## src/rtl/rr_arb_mux.sv

```systemverilog
// Registered N:1 round-robin arbitrating multiplexer with valid/ready on every port.
// Define RR_MUX_FIXED_PRIO_EN to make the lowest-index valid channel always win.
module rr_arb_mux #(
   parameter int WIDTH = 32,
   parameter int NCH   = 4,
   localparam int CW   = (NCH > 1) ? $clog2(NCH) : 1
) (
   input  logic                 clk,
   input  logic                 reset,
   input  logic [NCH*WIDTH-1:0] in_data,
   input  logic [NCH-1:0]       in_valid,
   output logic [NCH-1:0]       in_ready,
   output logic [WIDTH-1:0]     out_data,
   output logic [CW-1:0]        out_chan,
   output logic                 out_valid,
   input  logic                 out_ready
);

   typedef enum logic {EMPTY, FULL} state_e;

   state_e           state_q, state_d;
   logic [WIDTH-1:0] data_q, data_d;
   logic [CW-1:0]    chan_q, chan_d;
   logic [CW-1:0]    ptr_q, ptr_d;

   logic             load;
   logic             accept;
   logic             grant_vld;
   logic             hi_vld;
   logic [CW-1:0]    hi_idx;
   logic [CW-1:0]    lo_idx;
   logic [CW-1:0]    grant_idx;

   // Round-robin search split in two: lowest valid at or above ptr, else lowest valid overall.
   always_comb begin
      hi_vld    = 1'b0;
      hi_idx    = '0;
      lo_idx    = '0;
      grant_vld = |in_valid;
      for (int i = NCH - 1; i >= 0; i--) begin
         if (in_valid[i]) begin
            lo_idx = CW'(i);
            if (i >= int'(ptr_q)) begin
               hi_vld = 1'b1;
               hi_idx = CW'(i);
            end
         end
      end
      grant_idx = hi_vld ? hi_idx : lo_idx;
   end

   assign load   = (state_q == EMPTY) | out_ready;
   assign accept = load & grant_vld & ~reset;

   always_comb begin
      in_ready = '0;
      for (int i = 0; i < NCH; i++) begin
         in_ready[i] = accept && (grant_idx == CW'(i));
      end
   end

   always_comb begin
      state_d = state_q;
      data_d  = data_q;
      chan_d  = chan_q;
      ptr_d   = ptr_q;
      if (accept) begin
         state_d = FULL;
         data_d  = in_data[int'(grant_idx)*WIDTH +: WIDTH];
         chan_d  = grant_idx;
`ifdef RR_MUX_FIXED_PRIO_EN
         ptr_d   = '0;
`else
         ptr_d   = (grant_idx == CW'(NCH - 1)) ? '0 : grant_idx + CW'(1);
`endif
      end else if (out_ready) begin
         state_d = EMPTY;
      end
   end

   always_ff @(posedge clk) begin
      if (reset) begin
         state_q <= EMPTY;
         data_q  <= '0;
         chan_q  <= '0;
         ptr_q   <= '0;
      end else begin
         state_q <= state_d;
         data_q  <= data_d;
         chan_q  <= chan_d;
         ptr_q   <= ptr_d;
      end
   end

   assign out_valid = (state_q == FULL);
   assign out_data  = data_q;
   assign out_chan  = chan_q;

endmodule

```

## config.mk

```make
export PLATFORM = sky130hd
export DESIGN_NAME = rr_arb_mux
export DESIGN_NICKNAME = d
export VERILOG_FILES = /design/src/rtl/rr_arb_mux.sv
export SDC_FILE = /design/constraint.sdc
export NUM_CORES = 1
export LEC_CHECK = 0
export ABC_AREA = 1
export BUFFER_PORTS_ARGS = -buffer_cell sky130_fd_sc_hd__buf_2
export CORE_ASPECT_RATIO = 0.75
export CORE_MARGIN = 2
export CORE_UTILIZATION = 25
export DETAILED_ROUTE_END_ITERATION = 16
export GPL_ROUTABILITY_DRIVEN = 0
export PLACE_DENSITY = 0.54
export RECOVER_POWER = 25
export SLEW_MARGIN = 10
export SYNTH_ARGS = -nofsm -noshare
export SYNTH_HDL_FRONTEND = slang
export SYNTH_SLANG_ARGS = --single-unit
```

## constraint.sdc

```tcl
create_clock -name clk -period 2 [get_ports clk]
set_input_delay 0.2 -clock clk [delete_from_list [all_inputs] [get_ports clk]]
set_output_delay 0.2 -clock clk [all_outputs]
set_load 0.01 [all_outputs]
```

# Word level (Yosys, flattened, before mapping)
# Cells that the tools add are included.
classes:
  n_mul: 0
  div_mod_pow: 0
  addsub: 1
  n_bitwise: 5
  mux: 21
  shift: 1
  order_cmp: 3
  eq_ne: 3
  n_reduce_logical: 7
op_table:
  columns: ["op", "n"]
  rows:
  - ["$shiftx 128x8->32", 1]
  - ["$mux 2", 12]
  - ["$mux 1", 9]
  - ["$eq 2x2->1 const B", 2]
  - ["$ge 1x2->1 const A", 2]
  - ["$logic_and 1x1->1", 4]
  - ["$reduce_or 4->1", 1]
  - ["$add 2x1->2 const B", 1]
  - ["$and 1x1->1", 2]
  - ["$eq 2x1->1 const B", 1]
  - ["$ge 2x2->1 const A", 1]
  - ["$logic_not 2->1", 1]
  - ["$not 1->1", 2]
  - ["$reduce_bool 2->1", 1]
  - ["$or 1x1->1", 1]
totals:
  latchBits: 0
  ram_bits: 0
  n_memories: 0
  in_bits: 135
  out_inout_bits: 39
  reg_bits: 37
  rom_bits: 0

# Depth between registers and ports, before layout
# Gate-level depths: netlist of run 1.
depth:
  word_depth: 10
  mapped_depth: 13

# Worst setup path after synthesis of run 1
# OpenSTA, ideal clock, no wires.
synth_timing:
  kind: "flip-flop to flip-flop"
  start: "register ptr_q[0]"
  end: "register ptr_q[1]"
  setup_ps: 128
  path_stages_with_launch: 12
  period_less_slack_ps: 1633
  path_slack_ps: 367
  required_ps: 1872
  t_arrival_ps: 1505
  path_buffers: 2
  cell_sequence: "dfxtp_1 -> nor2_1 -> nand2_2 -> nand2_1 -> inv_1 -> nand2_2 -> nand2_4 -> buf_6 -> buf_6 -> ha_1 -> o21ai_0 -> a21oi_1"
synth_between:
  elab_chain_cells: 10
  word_cells_on_any_way: 19
  cone_classes: "add/sub (1); order compare (3); eq/ne (1); mux (14)"
synth_lines:
  columns: ["element", "line_no", "rtl"]
  rows:
  - ["start, declared", "24", "logic [CW-1:0] ptr_q, ptr_d;"]
  - ["start signal, assigned", "91", "ptr_q <= ptr_d;"]
  - ["$ge 2x2->1", "43", "if (i >= int'(ptr_q)) begin"]
  - ["$mux 2 or $mux 1 (tied branches)", "43", null]
  - ["$mux 2 or $mux 1 (tied branches)", "41", "if (in_valid[i]) begin"]
  - ["$mux 2 or $mux 1 (tied branches)", "43", null]
  - ["$mux 2 or $mux 1 (tied branches)", "41", null]
  - ["$mux 2 or $mux 1 (tied branches)", "43", null]
  - ["$mux 2 or $mux 1 (tied branches)", "41", null]
  - ["$mux 2 (*)", "49", "grant_idx = hi_vld ? hi_idx : lo_idx;"]
  - ["net grant_idx[0]", "32", "logic [CW-1:0] grant_idx;"]
  - ["$add 2x1->2 or $eq 2x2->1 (tied branches)", "74", "ptr_d = (grant_idx == CW'(NCH - 1)) ? '0 : grant_idx + CW'(1);"]
  - ["$mux 2 (*)", "74", null]
# The timed path passes the listed nets; every way through them passes the cells marked *.
# A chain may end at the register's enable or synchronous reset.

# Final worst setup path of run 1
layout_timing:
  start: "register ptr_q[0]"
  end: "output in_ready[0]"
layout_between:
  elab_chain_cells: 10
  word_cells_on_any_way: 18
  cone_classes: "order compare (3); mux (13); reduce/logical (2)"
layout_lines:
  columns: ["element", "line_no", "rtl"]
  rows:
  - ["$ge 2x2->1", "43", null]
  - ["$mux 2 or $mux 1 (tied branches)", "43", null]
  - ["$mux 2 or $mux 1 (tied branches)", "41", null]
  - ["$mux 2 or $mux 1 (tied branches)", "43", null]
  - ["$mux 2 or $mux 1 (tied branches)", "41", null]
  - ["$mux 2 or $mux 1 (tied branches)", "43", null]
  - ["$mux 2 or $mux 1 (tied branches)", "41", null]
  - ["$mux 2 (*)", "49", null]
  - ["$logic_not 2->1 (*)", "58", "in_ready[i] = accept && (grant_idx == CW'(i));"]
  - ["$logic_and 1x1->1 (*)", "58", null]
  - ["end, declared", "12", "output logic [NCH-1:0] in_ready,"]
# Every way passes the cells marked *; elsewhere a longest branch is shown, timed or not.

==> impl_metrics.env, run 1 <==
export IMPL_cp_cell_sequence="nor2_1, nand2_2, nand2_1, inv_2, nand3_2, nand2_4, ha_1, inv_1, nor2_1, buf_2"
export IMPL_cp_start_kind="flip-flop"
export IMPL_clkLatencyLatePin_ps=280
export IMPL_cts_tree="yes"
export IMPL_area_growth_pct=43.6
export IMPL_hold_buffers=0
export IMPL_clk_transition_reported_paths_ps=60
export IMPL_p_sw_uw=992
export IMPL_busiest_layer="met2"
export IMPL_final_area_um2=3880
export IMPL_nets=780
export IMPL_relSlewSlack_pct=70.5
export IMPL_clock_skew_ps=7.20
export IMPL_swShare_pct=35.7
export IMPL_final_core_util_pct=37.3
export IMPL_ys_types=24
export IMPL_postRouteWirelength_mm=9.69
export IMPL_synth_top_area_share_pct=27.4
export IMPL_drtPass1Iterations=4
export IMPL_die_area_um2=11700
export IMPL_setup_violations_final=0
export IMPL_die_w_um=124
export IMPL_core_um2=10400
export IMPL_dp_slack_ps=257
export IMPL_diodes=0
export IMPL_crit_slowest_cell="dfxtp_1"
export IMPL_fin_crit_sh_pct=96.8
export IMPL_slew_viol_final=0
export IMPL_min_from="reset"
export IMPL_routedWlPerCell_um=12.5
export IMPL_synth_top_area_cell="dfxtp_1"
export IMPL_seq_area_um2=741
export IMPL_combPwrFrac_pct=38.4
export IMPL_ant_nets=0
export IMPL_finalSetupTns_ps=0
export IMPL_ioPinCount=174
export IMPL_synth_ff_latch_count=37
export IMPL_required_ps=1800
export IMPL_r2r_start="ptr_q[0]"
export IMPL_worst_pin_slew_ps=442
export IMPL_met3_usage_pct=3.70
export IMPL_use_met1_pct=20.9
export IMPL_power_frac_clock_pct=28.3
export IMPL_whs_ps=112
export IMPL_rsz0062_at_grt="true"
export IMPL_cap_violations=0
export IMPL_cp_arrival_ps=1740
export IMPL_placed_area_um2=3690
export IMPL_cts_buffers=5
export IMPL_grt_use_met2_pct=26.6
export IMPL_grt_use_total_pct=15.8
export IMPL_ir_worst_vdd_mv=0.361
export IMPL_cpMostUsedCell="nor2_1"
export IMPL_p_seq_share_pct=33.3
export IMPL_synth_area_top_cells="dfxtp_1 27%, nand2_1 27%, nand3_1 18%, inv_1 7.1%, nor2_1 2.9%"
export IMPL_synth_nets=607
export IMPL_syn_avg_cell_area_um2=5.78
export IMPL_cts_root_buf="clkbuf_16"
export IMPL_critPathKind="reg -> out"
export IMPL_fin_ws_ps=63.7
export IMPL_crit_path_start="ptr_q[0]"
export IMPL_finalCriticalPeriod_ps=1940
export IMPL_drc=0
export IMPL_drive_gt1_share_pct=32.1
export IMPL_overflow=0
export IMPL_start_util_pct=26.0
export IMPL_instances_no_fill=777
export IMPL_die_h_um=94.1
export IMPL_grt_pass1_vias=3138
export IMPL_status="completed"
export IMPL_dp_cells=762
export IMPL_cp_end_kind="primary output"
export IMPL_h_tree_depth=2
export IMPL_num_fill_cells=1165
export IMPL_ys_seq_area_share_pct=27.4
export IMPL_antenna_found_initial=0
export IMPL_hold_viol=0
export IMPL_path_max_fanout=7
export IMPL_p_int_mw=1.79
export IMPL_hpwl_mm=7.37
export IMPL_min_path_type="in -> reg"
export IMPL_fmax_mhz=516
export IMPL_multi_input_area_um2=1600
export IMPL_num_vias=3436
export IMPL_slowest_delay_ps=350
export IMPL_leakagePower_nw=2.24
export IMPL_rows=32
export IMPL_viasPerCell=4.42
export IMPL_syn_inst=468
export IMPL_power_density_nw_per_um2=716
export IMPL_grt_pass1_wl_mm=14.7
export IMPL_cts_buffer_depth=2
export IMPL_total_power_mw=2.78
export IMPL_ys_warn_count=0
export IMPL_grt_max_degree=37
export IMPL_first_iter_violations=171
export IMPL_io_buffer_count=173
export IMPL_syn_area_um2=2710
export IMPL_numClockSinks=37
## critical path: cells and delay by family, from the launching register on
family | cells | cell delay (ps)
and+or+nand+nor | 6 | 690
buffers and inverters | 3 | 280
adders and majority gates | 1 | 150
DFF | 1 | 350
## metal layers
metal / part of all wire, % / vias up
li1: - / 1794
met1: 46 / 1501
met2: 45 / 141
met3: 9.2 / 0
met4: 0 / 0
met5: 0 / -
## sequential cells by signal (all words and copies together), names as in the netlist
name / count
out_data: 32
ptr_q: 2
out_chan: 2
out_valid: 1
## cell usage in the layout, fill, tap and decap left out
cell	netlist	routed
nand2_1	192	192
o211ai_1	1	1
buf_4	5	18
a21oi_2	8	8
nand2_4	3	2
ha_1	4	4
clkbuf_1	5	19
nand2_8	0	1
inv_1	51	51
clkbuf_16	0	5
nand3_2	2	2
o21ai_0	2	2
clkbuf_8	0	1
nor2_1	21	21
inv_4	0	1
a21oi_1	9	9
buf_2	11	155
dfxtp_1	37	37
nand3_1	97	97
nor2_4	1	1
nor2_2	1	1
nand3b_1	2	2
buf_12	0	2
o21a_2	1	1
or2_2	2	2
inv_2	4	3
nand2_2	3	3
## timing repair
action | CTS | global route
setup buffers | 3 | 5
resized for setup | 1 | 1
setup endpoints to repair | 3 | 4
pin swaps | 1 | 1
## final cells by class
class | instances | share of cell area (%)
Clock buffer | 7 | 3.67
Inverter | 55 | 5.38
Tap cell | 136 | 4.38
Multi-Input combinational cell | 349 | 41.3
Timing Repair Buffer | 193 | 26.2
Sequential cell | 37 | 19.1
## cells in the mapped netlist
library cell and count:
a21oi_1 9, a21oi_2 8, buf_1 2, buf_2 11, buf_4 5, buf_6 4, clkbuf_1 5, dfxtp_1 37
ha_1 4, inv_1 51, inv_2 4, nand2_1 192, nand2_2 3, nand2_4 3, nand3_1 97, nand3_2 2
nand3b_1 2, nor2_1 21, nor2_2 1, nor2_4 1, o211ai_1 1, o21a_2 1, o21ai_0 2, or2_2 2
## path summary, 6_finish.rpt
kind | endpoint | slack [ps] | depth (start not counted)
max reg2reg | out_data[29] | 190 | 11
min | ptr_q[0] | 110 | 2
max | in_ready[0] | 60 | 10
min reg2reg | out_data[10] | 480 | 2
## power groups by stage
stage	Clock [mW]	Combinational, mW	Sequential, mW
after global placement	0	1.04	0.938
final	0.788	1.07	0.927
after floorplan	0	0.604	0.987
after CTS	0.824	1.07	0.925
after global routing	0.860	1.20	0.942
after detailed placement	0	1.05	0.939
## cell families (layout without fill, tap and decap cells)
group / Yosys count / in the layout / share of synthesized area, %
AOI/OAI and AO/OA: 21 / 21 / 5.23
and+or+nand+nor: 324 / 324 / 51.9
DFF: 37 / 37 / 27.4
buffers and inverters: 82 / 255 / 13.7
adders and majority gates: 4 / 4 / 1.85
(Power assumes the default switching activity.)
==> inputs of run 2 (changes only) <==
Settings changed: RECOVER_POWER 25 to 50.
==> run 2 against run 1 <==
Against the previous run:
- flip-flop and latch count stayed put
- design area is 0.55% lower
- power is 0.45% lower
- wire length is 0.15% lower
- critical path depth stayed put
- sequential power hardly changed
- fmax is 0.48% higher
- die area stayed put
- global-route usage stayed put
- utilization is 0.20 points lower
- worst setup slack better by 9.2 ps
- critical endpoint unchanged
==> impl_metrics.env, run 2 (synthesis results as in run 1) <==
export IMPL_status="completed"
export IMPL_antenna_found_initial=0
export IMPL_core_um2=10400
export IMPL_finalCriticalPeriod_ps=1930
export IMPL_fin_crit_sh_pct=96.4
export IMPL_crit_family="simple AND/OR/NAND/NOR gates"
export IMPL_drtPass1Iterations=4
export IMPL_cts_tree="yes"
export IMPL_clock_skew_ps=8.22
export IMPL_largest_reg_flops=32
export IMPL_clk_transition_reported_paths_ps=60
export IMPL_clkLatencyLatePin_ps=280
export IMPL_r2r_start="ptr_q[0]"
export IMPL_cap_violations=0
export IMPL_min_path_type="in -> reg"
export IMPL_postRouteWirelength_mm=9.67
export IMPL_crit_path_start="ptr_q[0]"
export IMPL_placed_area_um2=3690
export IMPL_dp_slack_ps=257
export IMPL_cp_end_kind="primary output"
export IMPL_start_util_pct=26.0
export IMPL_combPwrFrac_pct=38.0
export IMPL_io_buffer_count=173
export IMPL_slew_viol_final=0
export IMPL_fmax_mhz=519
export IMPL_p_int_mw=1.77
export IMPL_cp_start_kind="flip-flop"
export IMPL_numClockSinks=37
export IMPL_hold_buffers=0
export IMPL_path_buf_inv=3
export IMPL_swShare_pct=35.9
export IMPL_cp_arrival_ps=1730
export IMPL_die_w_um=124
export IMPL_drc=0
export IMPL_hpwl_mm=7.37
export IMPL_required_ps=1800
export IMPL_overflow=0
export IMPL_rsz0062_at_grt="true"
export IMPL_setup_violations_final=0
export IMPL_instances_no_fill=777
export IMPL_cts_root_buf="clkbuf_16"
export IMPL_slowest_delay_ps=350
export IMPL_first_iter_violations=164
export IMPL_ioPinCount=174
export IMPL_grt_use_total_pct=15.8
export IMPL_crit_slowest_cell="dfxtp_1"
export IMPL_die_h_um=94.1
export IMPL_cp_num_cells=10
export IMPL_leakagePower_nw=2.19
export IMPL_p_sw_uw=995
export IMPL_final_core_util_pct=37.1
export IMPL_nets=780
export IMPL_path_max_fanout=7
export IMPL_ant_nets=0
export IMPL_final_area_um2=3860
export IMPL_grt_pass1_vias=3138
export IMPL_drive_gt1_share_pct=29.5
export IMPL_cts_buffers=5
export IMPL_hold_viol=0
export IMPL_worst_pin_slew_ps=432
export IMPL_fin_ws_ps=72.9
export IMPL_cpMostUsedCell="nor2_1"
export IMPL_dp_cells=762
export IMPL_area_growth_pct=42.8
export IMPL_grt_max_degree=37
export IMPL_diodes=0
export IMPL_ir_worst_vdd_mv=0.360
export IMPL_routedWlPerCell_um=12.4
export IMPL_most_common_layout_cells="192 x nand2_1, 138 x buf_2, 97 x nand3_1"
export IMPL_num_vias=3449
export IMPL_grt_pass1_wl_mm=14.7
export IMPL_rows=32
export IMPL_power_frac_clock_pct=28.5
export IMPL_r2r_setup_slack_ps=190
export IMPL_r2r_end="out_data[29]"
export IMPL_critPathKind="reg -> out"
export IMPL_cts_buffer_depth=2
export IMPL_cp_cell_sequence="nor2_1, nand2_2, nand2_1, inv_2, nand3_2, nand2_4, ha_1, inv_1, nor2_1, buf_2"
export IMPL_setup_worst_path_end="in_ready[0]"
export IMPL_h_tree_depth=2
export IMPL_p_seq_share_pct=33.5
export IMPL_die_area_um2=11700
export IMPL_layout_commonest_cell="nand2_1"
export IMPL_reg2reg_depth=11
export IMPL_relSlewSlack_pct=71.2
export IMPL_power_density_nw_per_um2=717
export IMPL_viasPerCell=4.44
## run 2: stage by stage
| step | total power, mW | hold WS (ps) | setup TNS [ps] |
|---|---|---|---|
| 2_1_floorplan | 1.59 | 269 | 0 |
| 3_3_place_gp | 1.98 | 402 | 0 |
| 3_5_place_dp | 1.99 | 400 | 0 |
| 4_1_cts | 2.82 | 103 | 0 |
| 5_1_grt | 2.99 | 109 | -62.0 |
| 6_report | 2.77 | 112 | 0 |
## run 2: area by class of cell
class                           count  area [um2]
Inverter                           55         209
Tap cell                          136         170
Clock buffer                        7         143
Sequential cell                    37         741
Fill cell                        1169        6550
Multi-Input combinational cell    349        1600
Timing Repair Buffer              193         997
## run 2: power groups by stage
stage / clock (mW) / combinational (mW) / sequential (mW)
after floorplan: 0 / 0.604 / 0.987
after global placement: 0 / 1.04 / 0.938
after detailed placement: 0 / 1.05 / 0.939
after CTS: 0.824 / 1.07 / 0.925
after global routing: 0.860 / 1.18 / 0.943
final: 0.788 / 1.05 / 0.928
## run 2: worst min path at each step
stage                from  cells after the start  endpoint  slack [ps]
floorplan           reset                      1  ptr_q[0]         270
global placement    reset                      2  ptr_q[0]         400
detailed placement  reset                      2  ptr_q[0]         400
CTS                 reset                      2  ptr_q[0]         100
global route        reset                      2  ptr_q[0]         110
finish              reset                      2  ptr_q[0]         110
## run 2: metal layers
metal  global-route usage, %  part of all wire [%]  wire length [um]
met3                    3.70                   8.9               860
met4                    1.87                  0.20                19
met2                    26.6                    45              4330
met1                    20.9                    46              4460
met5                       0                     0                 0
## run 2: what timing repair did
item	4_1_cts	5_1_grt
cloned	0	0
resized for setup	1	1
pin swaps	1	1
hold endpoints to repair	0	0
buffers inserted	3	5
setup endpoints to repair	3	4
==> inputs of run 3 (changes only) <==
Settings changed: BUFFER_PORTS_ARGS -buffer_cell sky130_fd_sc_hd__buf_2 to -buffer_cell sky130_fd_sc_hd__clkbuf_2.
==> run 3 against run 2 <==
Against the previous run:
- clock skew down 4.5 ps
- utilization up 0.37 points
- clock-buffer cell count unchanged
- design area up 1.0%
- sequential share of layout area down 0.16 points
- worst hold slack about the same
- combinational power about the same
- power up 2.2%
- register-to-register slack about the same
- flip-flop and latch count unchanged
- global-route usage up 0.19 points
- critical path depth unchanged
- critical endpoint is now in_ready[2]
==> impl_metrics.env, run 3 (synthesis results as in run 1) <==
export IMPL_power_frac_clock_pct=29.6
export IMPL_grt_use_total_pct=15.9
export IMPL_path_max_fanout=14
export IMPL_first_iter_violations=133
export IMPL_r2r_start="ptr_q[0]"
export IMPL_fmax_mhz=540
export IMPL_cp_start_kind="flip-flop"
export IMPL_min_delay_path_depth=2
export IMPL_min_from="reset"
export IMPL_largest_reg_flops=32
export IMPL_dp_cells=761
export IMPL_whs_ps=111
export IMPL_num_vias=3492
export IMPL_finalSetupTns_ps=0
export IMPL_start_util_pct=26.0
export IMPL_reg2reg_depth=13
export IMPL_status="completed"
export IMPL_dp_slack_ps=181
export IMPL_clkLatencyLatePin_ps=280
export IMPL_h_tree_depth=2
export IMPL_leakagePower_nw=2.22
export IMPL_numClockSinks=37
export IMPL_combPwrFrac_pct=37.6
export IMPL_instances_no_fill=777
export IMPL_clock_skew_ps=3.77
export IMPL_min_path_type="in -> reg"
export IMPL_total_power_mw=2.83
export IMPL_cp_end_kind="primary output"
export IMPL_postRouteWirelength_mm=9.79
export IMPL_area_growth_pct=44.2
export IMPL_grt_max_degree=37
export IMPL_p_int_mw=1.81
export IMPL_setup_violations_final=0
export IMPL_ir_worst_vdd_mv=0.342
export IMPL_routedWlPerCell_um=12.6
export IMPL_overflow=0
export IMPL_cts_buffers=5
export IMPL_cap_violations=0
export IMPL_drtPass1Iterations=4
export IMPL_finalCriticalPeriod_ps=1850
export IMPL_die_area_um2=11700
export IMPL_cp_arrival_ps=1650
export IMPL_diodes=0
export IMPL_placed_area_um2=3680
export IMPL_hpwl_mm=7.34
export IMPL_io_buffer_count=173
export IMPL_fin_ws_ps=148
export IMPL_antenna_found_initial=0
export IMPL_layout_commonest_cell="nand2_1"
export IMPL_core_um2=10400
export IMPL_swShare_pct=36.1
export IMPL_cts_tree="yes"
export IMPL_nets=779
export IMPL_hold_viol=0
export IMPL_ant_nets=0
export IMPL_crit_path_start="ptr_q[0]"
export IMPL_die_h_um=94.1
export IMPL_drive_gt1_share_pct=30.4
export IMPL_num_fill_cells=1189
export IMPL_worst_pin_slew_ps=434
export IMPL_slew_viol_final=0
export IMPL_most_common_layout_cells="190 x nand2_1, 139 x clkbuf_2, 97 x nand3_1"
export IMPL_cts_buffer_depth=2
export IMPL_clk_transition_reported_paths_ps=60
export IMPL_cts_root_buf="clkbuf_16"
export IMPL_power_density_nw_per_um2=725
export IMPL_p_sw_mw=1.02
export IMPL_critPathKind="reg -> out"
export IMPL_die_w_um=124
export IMPL_final_area_um2=3900
export IMPL_viasPerCell=4.49
export IMPL_rows=32
export IMPL_fin_crit_sh_pct=92.6
export IMPL_p_seq_share_pct=32.9
export IMPL_final_core_util_pct=37.5
export IMPL_hold_buffers=0
export IMPL_drc=0
export IMPL_required_ps=1800
export IMPL_relSlewSlack_pct=71.1
export IMPL_ioPinCount=174
export IMPL_grt_pass1_wl_mm=14.7
export IMPL_grt_pass1_vias=3187
[run 3: cell count changes in the layout (fill, tap and decap cells not counted), sizes merged]
cell / before / now
clkinv: 0 / 1
clkbuf: 42 / 181
buf: 158 / 17
nand2: 198 / 199
[run 3: critical path, stage by stage, from the launching register on]
cell and delay, ps:
dfxtp_1 350, nor2_1 70, nand2_2 90, nand2_1 70
inv_2 100, nand2_4 120, inv_8 140, ha_1 160
inv_1 40, nor2_1 90, clkbuf_2 140
[run 3: power groups by stage]
stage	clock, mW	combinational [mW]	sequential, mW
after global placement	0	1.04	0.941
after detailed placement	0	1.05	0.943
after global routing	0.906	1.20	0.942
after CTS	0.863	1.07	0.929
final	0.837	1.06	0.930
after floorplan	0	0.604	0.987
[run 3: cell type report]
cell class                      instances  area (um2)  area share [%]
Tap cell                              136         170            4.36
Clock inverter                          1        5.00           0.128
Timing Repair Buffer                  191         980            25.1
Sequential cell                        37         742            19.0
Inverter                               55         214            5.48
Multi-Input combinational cell        350        1640            42.0
Clock buffer                            7         153            3.91
[run 3: worst paths after layout]
path / end / slack [ps]
worst max-delay path: in_ready[2] / 150
worst min-delay path: ptr_q[0] / 110
worst max register to register: out_data[22] / 200
worst min register to register: out_data[27] / 470
[run 3: what timing repair did]
| action | in CTS | in global routing |
|---|---|---|
| setup endpoints to repair | 4 | 4 |
| pin swaps | 1 | 2 |
| setup buffers | 2 | 5 |
| cloned | 0 | 1 |
| resized for setup | 2 | 9 |
[run 3: metal layers]
layer  share of wire [%]  track usage [%]  routed length [um]
met1                  45             20.8                4440
met2                  47             27.1                4560
met3                 7.7             4.31                 757
met4                0.29             1.69                  28
met5                   0                0                   0
